[src/rtl/memarb_if.sv]
// memarb_if -- bundle of the three buses that meet at the memory arbiter:
// the instruction requester, the data requester and the ramctrl memory port.
// slave  : the arbiter's view (takes requests, drives the memory port).
// master : the environment's view (requesters plus the memory).
interface memarb_if;

   // Instruction requester (read-only).
   logic        inst_stb;
   logic [21:0] inst_addr;
   logic [31:0] inst_dout;
   logic        inst_ack;

   // Data requester (load/store).
   logic        data_stb;
   logic        data_we;
   logic [21:0] data_addr;
   logic [31:0] data_din;
   logic [31:0] data_dout;
   logic        data_ack;

   // Shared memory port towards ramctrl.
   logic        mem_stb;
   logic        mem_we;
   logic [21:0] mem_addr;
   logic [31:0] mem_din;
   logic [31:0] mem_dout;
   logic        mem_ack;

   modport slave (
      input  inst_stb, inst_addr,
      input  data_stb, data_we, data_addr, data_din,
      input  mem_dout, mem_ack,
      output inst_dout, inst_ack,
      output data_dout, data_ack,
      output mem_stb, mem_we, mem_addr, mem_din
   );

   modport master (
      output inst_stb, inst_addr,
      output data_stb, data_we, data_addr, data_din,
      output mem_dout, mem_ack,
      input  inst_dout, inst_ack,
      input  data_dout, data_ack,
      input  mem_stb, mem_we, mem_addr, mem_din
   );

endinterface

[src/rtl/memarb.sv]
// memarb -- two-port memory arbiter in front of ramctrl.
// Shares one memory port between the instruction (icache refill) requester
// and the data (CPU load/store) requester. One transfer at a time; the winner's
// address / write-enable / write data are registered onto the memory port and
// the memory acknowledge and read data are routed back to the granted side only.
// Every transfer is followed by one mandatory IDLE cycle, so a strobe that is
// still high on the edge after its ack is never granted twice.
//
// Build option: define MEMARB_ROUNDROBIN_EN to alternate grants between the
// ports on a tie (the port not served last wins). Without it the data port has
// fixed priority on every tie.
module memarb (
   input  logic    clk,
   input  logic    rst,     // asynchronous, active low
   memarb_if.slave bus
);

   // FSM encoding.
   localparam logic [1:0] IDLE    = 2'd0;
   localparam logic [1:0] GRANT_I = 2'd1;
   localparam logic [1:0] GRANT_D = 2'd2;

   logic [1:0]  state;
   logic [1:0]  state_nxt;

   // Arbitration decision taken in IDLE.
   logic        any_req;
   logic        pick_d;

   // Registered memory-port request fields.
   logic        mem_we_q;
   logic [21:0] mem_addr_q;
   logic [31:0] mem_din_q;

`ifdef MEMARB_ROUNDROBIN_EN
   // Last-grant pointer: 1 = data port was served last.
   logic        last_d;
`endif

   assign any_req = bus.inst_stb | bus.data_stb;

   // Choose the winner among the strobes currently raised.
   always_comb begin
      // NOTE: every signal written in always_comb gets a default first, so no path leaves it unassigned and no latch is inferred.
      pick_d = 1'b0;
      if (bus.inst_stb && bus.data_stb) begin
`ifdef MEMARB_ROUNDROBIN_EN
         pick_d = ~last_d;
`else
         pick_d = 1'b1;
`endif
      end else begin
         pick_d = bus.data_stb;
      end
   end

   // Next-state logic: IDLE -> GRANT_x on a request, GRANT_x -> IDLE on ack.
   always_comb begin
      state_nxt = state;
      case (state)
         IDLE: begin
            if (any_req) begin
               state_nxt = pick_d ? GRANT_D : GRANT_I;
            end
         end
         GRANT_I, GRANT_D: begin
            if (bus.mem_ack) begin
               state_nxt = IDLE;
            end
         end
         default: state_nxt = IDLE;
      endcase
   end

   // State register; reset returns to IDLE at once, which also drops mem_stb.
   always_ff @(posedge clk or negedge rst) begin
      // NOTE: sequential state uses non-blocking assignments so every flop samples pre-edge values.
      if (!rst) begin
         state <= IDLE;
      end else begin
         state <= state_nxt;
      end
   end

   // Memory-port request fields, loaded only when a grant is issued from IDLE.
   always_ff @(posedge clk or negedge rst) begin
      if (!rst) begin
         mem_we_q   <= 1'b0;
         mem_addr_q <= '0;
         mem_din_q  <= '0;
      end else if (state == IDLE && any_req) begin
         if (pick_d) begin
            mem_we_q   <= bus.data_we;
            mem_addr_q <= bus.data_addr;
            mem_din_q  <= bus.data_din;
         end else begin
            // Instruction fetch: read only, write data left as it was.
            mem_we_q   <= 1'b0;
            mem_addr_q <= bus.inst_addr;
         end
      end
   end

`ifdef MEMARB_ROUNDROBIN_EN
   // Remember which port completed the most recent transfer.
   always_ff @(posedge clk or negedge rst) begin
      if (!rst) begin
         last_d <= 1'b1;
      end else if ((state == GRANT_I || state == GRANT_D) && bus.mem_ack) begin
         last_d <= (state == GRANT_D);
      end
   end
`endif

   // Memory port: strobe follows the grant state, fields come from registers.
   assign bus.mem_stb  = (state == GRANT_I) || (state == GRANT_D);
   assign bus.mem_we   = mem_we_q;
   assign bus.mem_addr = mem_addr_q;
   assign bus.mem_din  = mem_din_q;

   // Acks are routed combinationally to the granted port only.
   assign bus.inst_ack = bus.mem_ack && (state == GRANT_I);
   assign bus.data_ack = bus.mem_ack && (state == GRANT_D);

   // Read data is a plain pass-through; the ack qualifies it.
   assign bus.inst_dout = bus.mem_dout;
   assign bus.data_dout = bus.mem_dout;

endmodule

[src/flat_wrapper.sv]
// flat-port wrapper written by rule: the top's interface ports become plain ports
module memarb_flat 
  (clk, rst, bus_inst_stb, bus_inst_addr, bus_data_stb, bus_data_we, bus_data_addr, bus_data_din, bus_mem_dout, bus_mem_ack, bus_inst_dout, bus_inst_ack, bus_data_dout, bus_data_ack, bus_mem_stb, bus_mem_we, bus_mem_addr, bus_mem_din);
  memarb_if bus_i ();
  input  logic clk;
  input  logic rst;
  input wire logic [$bits(bus_i.inst_stb)-1:0] bus_inst_stb;
  input wire logic [$bits(bus_i.inst_addr)-1:0] bus_inst_addr;
  input wire logic [$bits(bus_i.data_stb)-1:0] bus_data_stb;
  input wire logic [$bits(bus_i.data_we)-1:0] bus_data_we;
  input wire logic [$bits(bus_i.data_addr)-1:0] bus_data_addr;
  input wire logic [$bits(bus_i.data_din)-1:0] bus_data_din;
  input wire logic [$bits(bus_i.mem_dout)-1:0] bus_mem_dout;
  input wire logic [$bits(bus_i.mem_ack)-1:0] bus_mem_ack;
  output wire logic [$bits(bus_i.inst_dout)-1:0] bus_inst_dout;
  output wire logic [$bits(bus_i.inst_ack)-1:0] bus_inst_ack;
  output wire logic [$bits(bus_i.data_dout)-1:0] bus_data_dout;
  output wire logic [$bits(bus_i.data_ack)-1:0] bus_data_ack;
  output wire logic [$bits(bus_i.mem_stb)-1:0] bus_mem_stb;
  output wire logic [$bits(bus_i.mem_we)-1:0] bus_mem_we;
  output wire logic [$bits(bus_i.mem_addr)-1:0] bus_mem_addr;
  output wire logic [$bits(bus_i.mem_din)-1:0] bus_mem_din;
  assign bus_i.inst_stb = bus_inst_stb;
  assign bus_i.inst_addr = bus_inst_addr;
  assign bus_i.data_stb = bus_data_stb;
  assign bus_i.data_we = bus_data_we;
  assign bus_i.data_addr = bus_data_addr;
  assign bus_i.data_din = bus_data_din;
  assign bus_i.mem_dout = bus_mem_dout;
  assign bus_i.mem_ack = bus_mem_ack;
  assign bus_inst_dout = bus_i.inst_dout;
  assign bus_inst_ack = bus_i.inst_ack;
  assign bus_data_dout = bus_i.data_dout;
  assign bus_data_ack = bus_i.data_ack;
  assign bus_mem_stb = bus_i.mem_stb;
  assign bus_mem_we = bus_i.mem_we;
  assign bus_mem_addr = bus_i.mem_addr;
  assign bus_mem_din = bus_i.mem_din;
  memarb u_core (.clk(clk), .rst(rst), .bus(bus_i));
endmodule
[config.mk]
export PLATFORM = sky130hd
export DESIGN_NAME = memarb_flat
export DESIGN_NICKNAME = d
export VERILOG_FILES = /design/src/rtl/memarb_if.sv /design/src/rtl/memarb.sv /design/src/flat_wrapper.sv
export SDC_FILE = /design/constraint.sdc
export NUM_CORES = 1
export LEC_CHECK = 0
export CAP_MARGIN = 25
export CORE_UTILIZATION = 33
export DETAILED_ROUTE_END_ITERATION = 6
export PLACE_DENSITY = 0.86
export SYNTH_ARGS = -nofsm -noshare
export SYNTH_HDL_FRONTEND = slang
export SYNTH_SLANG_ARGS = --single-unit
[constraint.sdc]
create_clock -name clk -period 2.41 [get_ports clk]
set_clock_uncertainty 0.2 [all_clocks]
set_input_delay 0.3615 -clock clk [delete_from_list [all_inputs] [get_ports clk]]
set_output_delay 0.3615 -clock clk [all_outputs]
set_load 0.005 [all_outputs]
==> results.yml, run 1 <==
layout:
  antennaDiodeCount: 0
  area.growth.synth_to_final_pct: 44.2
  layout_common_cells: "138 x sky130_fd_sc_hd__clkdlybuf4s50_1, 57 x sky130_fd_sc_hd__dfrtp_1, 32 x sky130_fd_sc_hd__mux2_2, 23 x sky130_fd_sc_hd__nor2_1, 23 x sky130_fd_sc_hd__a21oi_1"
  drive_gt1_share_pct: 16.8
  fin_area_um2: 4070
  final_cell_count_no_fill: 445
  postLayoutCoreUtil_pct: 49.3
  fin_nets: 452
  final_common_cell: "sky130_fd_sc_hd__clkdlybuf4s50_1"
  nFillCells: 744
place:
  port-buffer-count: 139
  placed_cell_count: 428
  pre_cts_ws_ns: 0.269
  detailed_place_hpwl_um: 5370
  gpl.final_weighted_congestion: 0.709
  dpl-instance-area_um2: 3830
detailed_routing:
  detail_route.wirelength_um: 7260
  drt-vias-per-instance: 4.73
  routed_wire_length_per_instance_um: 16.3
  dr_total_vias: 2104
  route.detailed.drc: 0
  postRouteAntennaNets: 0
  detail_route.first_pass.iterations: 4
  initial_drt_markers: 66
cts:
  post_cts_repair_setup_buffers: 0
  cts_max_path_buffers: 2
  clkLatencyLatePin_ns: 0.33
  cts_tree: "yes"
  clock_sinks: 57
  cts.reportedPaths.clkPinSlew_ns: 0.07
  cts_root_buffer: "sky130_fd_sc_hd__clkbuf_8"
  number_of_h_tree_levels: 3
  numCtsBuffers: 9
floorplanning:
  die_height_um: 94.4
  initial_utilization_pct: 34.2
  ioPinCount: 236
  rows: 33
  chipWidth_um: 94.4
  floorplan_die_area_um2: 8920
  placeableCoreArea_um2: 8260
critical_path:
  cp-end-kind: "output port"
  arrival_ns: 1.62
  worstSetupStartpoint: "u_core.state[0]"
  path_depth: 4
  crit_path_max_incr_delay_ns: 0.51
  cp_max_fo: 3
  critical-path-slowest-cell: "sky130_fd_sc_hd__clkdlybuf4s50_1"
  crit_family: "buffers and inverters"
  reg2reg_depth: 7
  r2r_start: "u_core.state[0]"
  cp_cell_sequence: "inv_1, ha_1, and2_1, clkdlybuf4s50_1"
  critPathRequiredTime_ns: 1.85
  worstSetupStartpointType: "flip-flop"
  setup_crit_path_kind: "reg2out"
  worst-path-buf-inv: 2
pwr:
  finalPower_mw: 4.78
  worst_supply_voltage_drop_on_vdd_uv: 554
  p_leak_nw: 1.65
  power.density_cell_area_nw_per_um2: 1170
worst_hold_path:
  holdCritStartpoint: "u_core.bus.mem_din[23]"
  hp-class: "reg2reg"
  min_delay_path_depth: 1
logic_synthesis:
  synth_top_cells_by_area: "sky130_fd_sc_hd__dfrtp_1 51%, sky130_fd_sc_hd__buf_4 17%, sky130_fd_sc_hd__mux2_2 13%, sky130_fd_sc_hd__o22ai_1 4.7%, sky130_fd_sc_hd__a21oi_1 4.1%"
  synth-seq-area-share_pct: 50.6
  syn_area_um2: 2820
  synthDistinctLibCells: 21
  mappedNetlistNets: 370
  synth_seq_cells: 57
  yosys.area.top_type: "sky130_fd_sc_hd__dfrtp_1"
  syn_warnings: 0
  syn_avg_cell_area_um2: 11.1
  synthesis.instances: 253
  yosysTopAreaCellShare_pct: 50.6
timing:
  slew_worst_pin_ns: 0.690
  hold_violation_total_from_the_final_report: 0
  rsz0062_at_grt: "no"
  slew_headroom_pct: 54.0
  worst_hold_slack_ns: 0.305
  post-route-period-util_pct: 90.6
  slew_violations: 0
  postLayoutSetupSlackWorst_ns: 0.227
  fmax_mhz: 458
  final.setup.tns_ns: 0
  setup_viol_count_final: 0
  fin_crit_period_ns: 2.18
run:
  max_cap_violations: 0
global_routing:
  grt_remaining_overflow: 0
  grt_start_max_net_pins: 27
  first_pass_grt_wire_length_um: 11000
  gr-usage-all-layers_pct: 16.6
  number_of_antenna_violations_at_the_first_check_in_global_routing: 0
  first_global_vias: 2254
status:
  run_status: "finished clean"
synthesized netlist by cell type:
| cell type | number |
|---|---|
| sky130_fd_sc_hd__buf_4 | 65 |
| sky130_fd_sc_hd__dfrtp_1 | 57 |
| sky130_fd_sc_hd__mux2_2 | 32 |
| sky130_fd_sc_hd__a21oi_1 | 23 |
| sky130_fd_sc_hd__nor2_1 | 23 |
| sky130_fd_sc_hd__o22ai_1 | 21 |
| sky130_fd_sc_hd__inv_1 | 5 |
| sky130_fd_sc_hd__buf_2 | 4 |
| sky130_fd_sc_hd__clkbuf_1 | 4 |
| sky130_fd_sc_hd__ha_1 | 3 |
| sky130_fd_sc_hd__nand2b_1 | 3 |
| sky130_fd_sc_hd__and2_1 | 2 |
| sky130_fd_sc_hd__clkbuf_8 | 2 |
| sky130_fd_sc_hd__o21ai_0 | 2 |
| sky130_fd_sc_hd__a32o_1 | 1 |
| sky130_fd_sc_hd__buf_6 | 1 |
| sky130_fd_sc_hd__nand2_2 | 1 |
| sky130_fd_sc_hd__nand3_1 | 1 |
| sky130_fd_sc_hd__nor3_1 | 1 |
| sky130_fd_sc_hd__nor3b_1 | 1 |
| sky130_fd_sc_hd__o21a_1 | 1 |
metal layers:
metal / global-route usage (%) / vias up / part of all wire (%)
met5: 0 / - / 0
met4: 7.44 / 0 / 0.78
met3: 6.60 / 10 / 11
met2: 31.2 / 129 / 53
met1: 15.8 / 1006 / 35
li1: - / 959 / -
power breakdown:
group          internal (mW)  switching, mW
combinational           1.34          0.739
sequential              1.43          0.241
clock                  0.635          0.386
area by class of cell:
type | instances | area, um2 | area share, %
inverters | 5 | 18.8 | 0.461
clock inverters | 5 | 77.6 | 1.91
well taps | 105 | 131 | 3.23
flip-flops and latches | 57 | 1430 | 35.1
multi-input cells | 115 | 813 | 20.0
clock buffers | 11 | 151 | 3.72
repair buffers | 147 | 1450 | 35.6
final timing paths:
path,slack (ns),to
hold / removal,0.30,u_core.bus.mem_din[23]
hold reg to reg,0.30,u_core.bus.mem_din[23]
min in group asynchronous,0.37,u_core.bus.mem_din[8]
max in group asynchronous,0.87,u_core.bus.mem_din[0]
setup reg to reg,0.47,u_core.bus.mem_addr[16]
setup / recovery,0.23,bus_data_ack
cells by family (layout without fill, tap and decap cells):
logic type	count (synthesis)	count (layout)	synth area share (%)
buffers and inverters	81	168	20.6
flip-flops	57	57	50.6
AO/OA/AOI/OAI	48	48	9.72
multiplexers	32	32	12.8
AND/OR/NAND/NOR	32	32	5.01
adder cells (fa/ha/maj)	3	3	1.33
flip-flops by register name (all words and copies together) (netlist names):
name                 flops
u_core.bus.mem_din      32
u_core.bus.mem_addr     22
u_core.state             2
u_core.bus.mem_we        1
timing repair:
action                                  CTS  global route
hold buffers                              1             0
endpoints found under the setup margin    0             0
gates resized for setup                   0             0
endpoints found under the hold margin    23             0
Power figures use the tool's default switching activity.
==> run 2: changes to the inputs <==
- CORE_UTILIZATION: 33 -> 29
- PLACE_DENSITY: 0.86 -> 0.81
- clock period: 2.41 -> 2 ns (I/O delays scaled with it)
==> run 2 against run 1 <==
Final cell count is 5.8% higher. Combinational power increased by 24%. Via count grew 0.62%. Clock-buffer cell count stayed put. Register-to-register slack worse by 0.24 ns. Sequential share of layout area decreased by 0.69 points. Final area rose by 2.0%. Critical endpoint is now bus_inst_ack. First-iteration DRC count decreased by 52%. Hold slack got worse by 0.0016 ns.
==> results.yml, run 2 (synthesized netlist as in run 1, its figures left out) <==
layout:
  layout_common_cells: "135 x sky130_fd_sc_hd__clkdlybuf4s50_1, 57 x sky130_fd_sc_hd__dfrtp_1, 32 x sky130_fd_sc_hd__mux2_2, 23 x sky130_fd_sc_hd__nor2_1, 23 x sky130_fd_sc_hd__a21oi_1"
  drive_gt1_share_pct: 17.8
  fin_nets: 454
  area.growth.synth_to_final_pct: 47.1
  fin_area_um2: 4150
  largest_register_ffs: 32
  postLayoutCoreUtil_pct: 44.5
  final_common_cell: "sky130_fd_sc_hd__clkdlybuf4s50_1"
  final_cell_count_no_fill: 471
  antennaDiodeCount: 0
floorplanning:
  die_height_um: 101
  floorplan_die_area_um2: 10100
  rows: 35
  chipWidth_um: 101
  initial_utilization_pct: 30.2
  placeableCoreArea_um2: 9330
  ioPinCount: 236
place:
  pre_cts_ws_ns: 0.0866
  port-buffer-count: 139
  detailed_place_hpwl_um: 5360
  gpl.final_weighted_congestion: 0.724
  dpl-instance-area_um2: 3910
  placed_cell_count: 452
detailed_routing:
  dr_total_vias: 2117
  drt-vias-per-instance: 4.49
  routed_wire_length_per_instance_um: 15.5
  initial_drt_markers: 32
  detail_route.first_pass.iterations: 4
  route.detailed.drc: 0
  detail_route.wirelength_um: 7290
  postRouteAntennaNets: 0
critical_path:
  worstSetupStartpointType: "flip-flop"
  critical-path-slowest-cell: "sky130_fd_sc_hd__dfrtp_1"
  worstSetupStartpoint: "u_core.state[0]"
  critPathRequiredTime_ns: 1.50
  setup_crit_path_kind: "reg2out"
  cp-end-kind: "output port"
  r2r_start: "u_core.state[1]"
  crit_family: "flip-flops"
  arrival_ns: 1.41
  cp_cell_sequence: "buf_4, ha_2, and2_4, dlygate4sd2_1"
  crit_path_max_incr_delay_ns: 0.39
  worst-path-buf-inv: 2
  cp_max_fo: 2
timing:
  postLayoutSetupSlackWorst_ns: 0.0870
  fin_crit_period_ns: 1.91
  final.setup.tns_ns: 0
  slew_violations: 0
  hold_violation_total_from_the_final_report: 0
  worst_hold_slack_ns: 0.303
  fmax_mhz: 523
  setup_viol_count_final: 0
  slew_headroom_pct: 79.7
  slew_worst_pin_ns: 0.305
  post-route-period-util_pct: 95.7
  rsz0062_at_grt: "no"
cts:
  cts.reportedPaths.clkPinSlew_ns: 0.08
  numCtsBuffers: 9
  cts_max_path_buffers: 2
  number_of_h_tree_levels: 3
  cts_tree: "yes"
  clkLatencyLatePin_ns: 0.33
  clock_sinks: 57
  cts_root_buffer: "sky130_fd_sc_hd__clkbuf_8"
global_routing:
  gr-usage-all-layers_pct: 15.1
  first_global_vias: 2320
  grt_start_max_net_pins: 58
  grt_remaining_overflow: 0
  number_of_antenna_violations_at_the_first_check_in_global_routing: 0
  first_pass_grt_wire_length_um: 11400
run:
  max_cap_violations: 0
pwr:
  power.density_cell_area_nw_per_um2: 1380
  worst_supply_voltage_drop_on_vdd_uv: 692
  finalPower_mw: 5.74
  p_leak_nw: 1.68
status:
  run_status: "finished clean"
worst_hold_path:
  hp-class: "in2async"
-- run 2: changes by cell type in the layout (fill, tap and decap cells not counted), sizes merged --
cell           before  now
clkinvlp            1    2
bufinv              2    1
clkdlybuf4s50     138  135
dlygate4sd2         0    3
buf                 8   10
clkinv              2    1
inv                 5    6
-- run 2: cell type report --
cell class,instances,area [um2]
Inverter,5,18.8
Sequential cell,57,1430
Fill cell,883,5180
Multi-Input combinational cell,115,818
Clock inverter,5,62.6
Tap cell,129,161
Timing Repair Buffer,149,1510
Clock buffer,11,151
-- run 2: where the power goes --
part / switching (mW) / internal, mW
sequential: 0.290 / 1.72
clock: 0.498 / 0.650
combinational: 0.907 / 1.67
total: 1.69 / 4.04
-- run 2: what timing repair did --
item | CTS | global route
setup endpoints to repair | 3 | 1
buffers inserted | 2 | 0
hold buffers | 1 | 0
cloned | 0 | 0
hold endpoints to repair | 57 | 0
resized for setup | 3 | 2
-- run 2: path summary, 6_finish.rpt --
| check | end | slack [ns] | cells after the start |
|---|---|---|---|
| worst min register to register | u_core.bus.mem_din[1] | 0.31 | 1 |
| worst max-delay path | bus_inst_ack | 0.09 | 4 |
| max in group asynchronous | u_core.bus.mem_addr[19] | 1.04 | 3 |
| worst max register to register | u_core.bus.mem_din[28] | 0.23 | 5 |
| min in group clk | u_core.bus.mem_din[1] | 0.31 | 1 |
| worst min-delay path | u_core.bus.mem_addr[9] | 0.30 | 3 |
-- run 2: worst reg2reg max path: cells and delay by family, from the launching register on --
family	cells	cell delay [ns]
flops	1	0.38
mux	1	0.37
buf+inv	2	0.27
fa+ha+maj	1	0.26
simple gates	1	0.17
-- run 2: per-layer routing --
metal,share of wire [%],vias to the layer above,global-route usage [%]
li1,-,964,-
met1,34,1009,14.9
met2,55,129,27.7
met3,9.6,15,6.38
met4,1.5,0,6.35
met5,0,-,0
